==> src/rtl/mips_instr_loader_pkg.sv <==
// Shared definitions for the debug UART link: command codes, the terminator word
// and the instruction-loader state encoding.
package mips_instr_loader_pkg;

    localparam logic [7:0] CMD_READ = 8'h72;  // 'r'
    localparam logic [7:0] CMD_STEP = 8'h73;  // 's'
    localparam logic [7:0] CMD_LOAD = 8'h6c;  // 'l'
    localparam logic [7:0] CMD_NEXT = 8'h6e;  // 'n'

    localparam logic [31:0] DEFAULT_END_WORD = 32'hFFFF_FFFF;

    typedef enum logic [2:0] {
        StIdle  = 3'd0,
        StRecv  = 3'd1,
        StWrite = 3'd2,
        StDone  = 3'd3,
        StErr   = 3'd4
    } loader_state_e;

endpackage

==> src/rtl/mips_byte_deserializer.sv <==
// Collects UART bytes MSB-first into a word, acknowledging each accepted byte by
// raising rx_reset for one cycle.
module mips_byte_deserializer #(
    parameter int unsigned DATA_BITS = 8,
    parameter int unsigned NBITS     = 32
) (
    input  logic                 clk,
    input  logic                 reset,
    input  logic                 i_clear,
    input  logic                 i_recv,
    input  logic                 i_recv_next,
    input  logic                 i_rx_ready,
    input  logic [DATA_BITS-1:0] i_rx_data,
    output logic                 o_rx_reset,
    output logic                 o_byte_accept,
    output logic                 o_word_valid,
    output logic [NBITS-1:0]     o_word
);

    localparam int unsigned NBYTES = NBITS / DATA_BITS;
    localparam int unsigned CNT_W  = (NBYTES > 1) ? $clog2(NBYTES) : 1;
    localparam logic [CNT_W-1:0] LAST_BYTE = CNT_W'(NBYTES - 1);

    logic [NBITS-1:0] shift_q, shift_d, shift_next;
    logic [CNT_W-1:0] cnt_q, cnt_d;
    logic             rx_reset_q, rx_reset_d;
    logic             accept;

    assign accept        = i_recv & i_rx_ready & ~rx_reset_q;
    assign shift_next    = NBITS'({shift_q, i_rx_data});
    assign o_byte_accept = accept;
    assign o_word_valid  = accept && (cnt_q == LAST_BYTE);
    assign o_word        = shift_next;
    assign o_rx_reset    = rx_reset_q;

    always_comb begin
        shift_d = shift_q;
        cnt_d   = cnt_q;
        if (i_clear) begin
            shift_d = '0;
            cnt_d   = '0;
        end else if (accept) begin
            shift_d = shift_next;
            cnt_d   = (cnt_q == LAST_BYTE) ? '0 : cnt_q + CNT_W'(1);
        end
    end

    // Keep the UART cleared whenever the loader is not going to be receiving.
    always_comb begin
        rx_reset_d = accept | ~i_recv_next;
    end

    always_ff @(posedge clk or negedge reset) begin
        if (!reset) begin
            shift_q    <= '0;
            cnt_q      <= '0;
            rx_reset_q <= 1'b1;
        end else begin
            shift_q    <= shift_d;
            cnt_q      <= cnt_d;
            rx_reset_q <= rx_reset_d;
        end
    end

endmodule

==> src/rtl/mips_instr_loader.sv <==
// Loads instruction words received over the debug UART into instruction memory,
// stopping on the terminator word, memory overflow or inter-byte timeout.
module mips_instr_loader
    import mips_instr_loader_pkg::*;
#(
    parameter int unsigned      DATA_BITS      = 8,
    parameter int unsigned      NBITS          = 32,
    parameter int unsigned      IMEM_ADDR_BITS = 8,
    parameter logic [NBITS-1:0] END_WORD       = NBITS'(DEFAULT_END_WORD),
    parameter int unsigned      TIMEOUT_CYCLES = 1000000
) (
    input  logic                      clk,
    input  logic                      reset,
    input  logic                      i_load_start,
    input  logic                      i_uart_rx_ready,
    input  logic [DATA_BITS-1:0]      i_uart_rx_data,
    output logic                      o_uart_rx_reset,
    output logic                      o_imem_we,
    output logic [IMEM_ADDR_BITS-1:0] o_imem_addr,
    output logic [NBITS-1:0]          o_imem_data,
    output logic                      o_busy,
    output logic                      o_done,
    output logic                      o_error,
    output logic [IMEM_ADDR_BITS:0]   o_word_count
);

    localparam int unsigned TMO_W     = (TIMEOUT_CYCLES > 1) ? $clog2(TIMEOUT_CYCLES) : 1;
    localparam int unsigned TMO_LIMIT = (TIMEOUT_CYCLES == 0) ? 0 : TIMEOUT_CYCLES - 1;
    localparam logic [TMO_W-1:0] TMO_LAST = TMO_W'(TMO_LIMIT);
    localparam logic [IMEM_ADDR_BITS:0] LAST_ADDR = {1'b0, {IMEM_ADDR_BITS{1'b1}}};

    loader_state_e state_q, state_d;

    // One extra address bit so a full memory is seen without wrapping to zero.
    logic [IMEM_ADDR_BITS:0]   addr_q, addr_d;
    logic [TMO_W-1:0]          tmo_q, tmo_d;
    logic                      error_q, error_d;
    logic [IMEM_ADDR_BITS-1:0] imem_addr_q, imem_addr_d;
    logic [NBITS-1:0]          imem_data_q, imem_data_d;
    logic                      load_clear;
    logic                      byte_accept;
    logic                      word_valid;
    logic [NBITS-1:0]          word;

    mips_byte_deserializer #(
        .DATA_BITS (DATA_BITS),
        .NBITS     (NBITS)
    ) u_deser (
        .clk           (clk),
        .reset         (reset),
        .i_clear       (load_clear),
        .i_recv        (state_q == StRecv),
        .i_recv_next   (state_d == StRecv),
        .i_rx_ready    (i_uart_rx_ready),
        .i_rx_data     (i_uart_rx_data),
        .o_rx_reset    (o_uart_rx_reset),
        .o_byte_accept (byte_accept),
        .o_word_valid  (word_valid),
        .o_word        (word)
    );

    always_comb begin
        state_d     = state_q;
        addr_d      = addr_q;
        tmo_d       = '0;
        error_d     = error_q;
        imem_addr_d = imem_addr_q;
        imem_data_d = imem_data_q;
        load_clear  = 1'b0;
        unique case (state_q)
            StIdle: begin
                if (i_load_start) begin
                    state_d    = StRecv;
                    addr_d     = '0;
                    error_d    = 1'b0;
                    load_clear = 1'b1;
                end
            end
            StRecv: begin
                if (word_valid) begin
                    state_d     = StWrite;
                    imem_addr_d = addr_q[IMEM_ADDR_BITS-1:0];
                    imem_data_d = word;
                end else if (!byte_accept) begin
                    tmo_d = tmo_q + TMO_W'(1);
                    if ((TIMEOUT_CYCLES != 0) && (tmo_q == TMO_LAST)) begin
                        state_d = StErr;
                    end
                end
            end
            StWrite: begin
                addr_d = addr_q + 1'b1;
                if (imem_data_q == END_WORD) begin
                    state_d = StDone;
                end else if (addr_q == LAST_ADDR) begin
                    state_d = StErr;
                end else begin
                    state_d = StRecv;
                end
            end
            StDone:  state_d = StIdle;
            StErr:   state_d = StIdle;
            default: state_d = StIdle;
        endcase
        if (state_d == StErr) begin
            error_d = 1'b1;
        end
    end

    always_ff @(posedge clk or negedge reset) begin
        if (!reset) begin
            state_q     <= StIdle;
            addr_q      <= '0;
            tmo_q       <= '0;
            error_q     <= 1'b0;
            imem_addr_q <= '0;
            imem_data_q <= '0;
        end else begin
            state_q     <= state_d;
            addr_q      <= addr_d;
            tmo_q       <= tmo_d;
            error_q     <= error_d;
            imem_addr_q <= imem_addr_d;
            imem_data_q <= imem_data_d;
        end
    end

    assign o_imem_we    = (state_q == StWrite);
    assign o_imem_addr  = imem_addr_q;
    assign o_imem_data  = imem_data_q;
    assign o_busy       = (state_q == StRecv) || (state_q == StWrite);
    assign o_done       = (state_q == StDone);
    assign o_error      = error_q;
    assign o_word_count = addr_q;

endmodule

==> config.mk <==
export PLATFORM = sky130hd
export DESIGN_NAME = mips_instr_loader
export DESIGN_NICKNAME = d
export VERILOG_FILES = /design/src/rtl/mips_instr_loader_pkg.sv /design/src/rtl/mips_byte_deserializer.sv /design/src/rtl/mips_instr_loader.sv
export SDC_FILE = /design/constraint.sdc
export NUM_CORES = 1
export LEC_CHECK = 0
export CAP_MARGIN = 20
export CORE_MARGIN = 5
export CORE_UTILIZATION = 40
export DETAILED_ROUTE_END_ITERATION = 6
export SYNTH_ARGS = -nofsm -noshare
export SYNTH_HDL_FRONTEND = slang
export SYNTH_SLANG_ARGS = --single-unit
==> constraint.sdc <==
create_clock -name clk -period 4.1 [get_ports clk]
set_input_delay 0.82 -clock clk [delete_from_list [all_inputs] [get_ports clk]]
set_output_delay 0.82 -clock clk [all_outputs]
set_load 0.02 [all_outputs]
==> metrics.cfg <==
[grt]
grt_max_degree=43
grt_pass1_wl_mm=15.4
grtUsageTotal=0.146
grt_pass1_vias=2996
grt_overflow=0
antenna_found_initial=0

[run_status]
status=finished clean

[routing]
wl_per_cell_um=15.8
drc_errors=0
drt_iter0_drc=129
routed_wl_mm=9.22
drtAntennaViolNets=0
avgViaCountPerCell=5.02
first_pass_iters=4
num_vias=2937

[timing]
worstMarginPinSlew_ps=932
clock-skew-final_ps=9.68
whs_ps=417
slew_violations=0
hold_viol_final=0
rsz0062_at_grt=false
setup-violations-final=0
fin_crit_sh=0.755
period_minus_slack_ps=3100
fmax_mhz=323
layout_setup_ws_ps=1000
totalNegativeSetupSlack_ps=0
relSlewSlack=0.377

[cts]
clockRootBuffer=clkbuf_8
cts_buffers=9
cts_tree=built
cts.clk_slew.worst_paths_ps=100
cts_setup_buffers=0
h-tree-depth=3
clock_sink_count=100
holdBufCountCts=0
cts-resized-gates=0
clock_path_buffers=2
clk_latency_ps=360

[setup_path]
arrival_ps=2280
endpoint_kind=output pin
cp.required_ps=3280
rr_endpoint=o_imem_data[0]
r2r_start=state_q[1]
start_kind=flip-flop
ff2ff_path_depth=4
r2r_slack_ps=1770
cp_max_fo=10
worstSetupPathType=flip-flop to output pin

[place]
dp_cells=569
place_ws_ps=1110
dpl-instance-area_um2=5150
gp_congestion=0.726
port_buffers=65
dp_hpwl_mm=6.48

[die]
fp.coreArea_um2=10800
row_count=38
die_h_um=115
ios=66
start_util=0.408
die_area_um2=13200
fp.dieW_um=115

[finish]
nets=456
fin_cells=585
n_antenna_cell=0
fin_util=0.498
drive_gt1_frac=0.144
fin_area_um2=5380
syn_to_final_growth_pct=22.2

[synthesis]
synth_nets=393
synthTopCellsByCount=dfrtp_1, nand2_1, mux2_4
ys.flop_type=dfrtp_1
synth.most_common_cell=dfrtp_1
seq_area_frac_synth=0.569
ys_types=42
yosys-top-cells-area=dfrtp_1, mux2_4, nand2_1
yosys_warnings=0
synth_seq_cells=100
syn_inst=377
synth.largest_area_cell=dfrtp_1
synth-edff-count=0
syn_area_um2=4400
synth_top_area_share=0.563
async_reset_ff_frac=1.00
avgSynthCellArea_um2=11.7

[power]
power_density_nw_per_um2=597
p_leak_nw=2.58
totalPowerFinal_mw=3.21
vdd_ir_drop_max_mv=0.256

[job]
drv.max_cap_violation_count=0

[min_path]
holdCritPathClass=input port to asynchronous set/reset pin

## cells by family after synthesis
family | after synthesis | share of synthesized area
AOI/OAI and AO/OA | 27 | 0.0361
muxes | 41 | 0.138
DFF | 100 | 0.569
xor gates and xnor gates | 15 | 0.0299
adders and majority gates | 4 | 0.0114
and+or+nand+nor | 169 | 0.191
buffers and inverters | 21 | 0.0250
## critical path, cell delays in order (launching register included)
cell and delay (ps):
dfrtp_1 450, or3b_2 600, inv_1 220, clkdlybuf4s50_1 650
## layout by cell type (no fill, tap or decap), types with 4 or more instances in the layout
cell type	count
inv_1	5
and3_1	5
o21ai_0	12
nand4_1	14
clkdlybuf4s50_1	64
nand2_1	64
xnor2_1	8
a21oi_1	6
xor2_1	7
nor2_1	21
buf_4	4
dfrtp_1	99
nand3_1	38
clkbuf_8	9
ha_1	4
mux2_4	39
or3_1	4
nor3_1	4
## power by group
group / leakage (nW) / switching, mW / internal (mW) / total (mW)
Clock: 0.109 / 0.344 / 0.352 / 0.696
Combinational: 1.13 / 0.530 / 0.525 / 1.06
Sequential: 1.34 / 0.215 / 1.24 / 1.46
## state kept, by name, indices dropped and copies added, names as in the netlist
register,cells
u_deser.cnt_q,2
u_deser.o_rx_reset,1
u_deser.shift_q,24
state_q,3
o_error,1
o_imem_data,32
tmo_q,20
o_imem_addr,8
o_word_count,9
## area by class of cell
class | instances | area [µm²]
clock buffers | 10 | 128
clock inverters | 6 | 96.3
fillers | 972 | 5410
inverters | 5 | 18.8
multi-input cells | 256 | 1790
flip-flops and latches | 100 | 2500
well taps | 140 | 175
repair buffers | 68 | 671
## metal layers
metal / up-vias / global-route usage / wire (µm)
met5: - / 0 / 0
met1: 1447 / 0.202 / 4280
met4: 0 / 0.0305 / 33
met3: 2 / 0.0395 / 342
li1: 1439 / - / -
met2: 49 / 0.233 / 4560
## how the worst max path moves through the flow
stage,startpoint,end,slack [ps],cells past startpoint
2_1_floorplan,state_q[0],o_imem_we,2050,3
3_3_place_gp,i_uart_rx_ready,o_imem_data[16],1140,5
3_5_place_dp,i_uart_rx_ready,o_imem_data[14],1110,5
4_1_cts,state_q[0],o_imem_we,970,3
5_1_grt,state_q[1],o_imem_we,900,3
6_report,state_q[0],o_imem_we,1000,3
No activity file was read; power rests on OpenSTA's default activity.
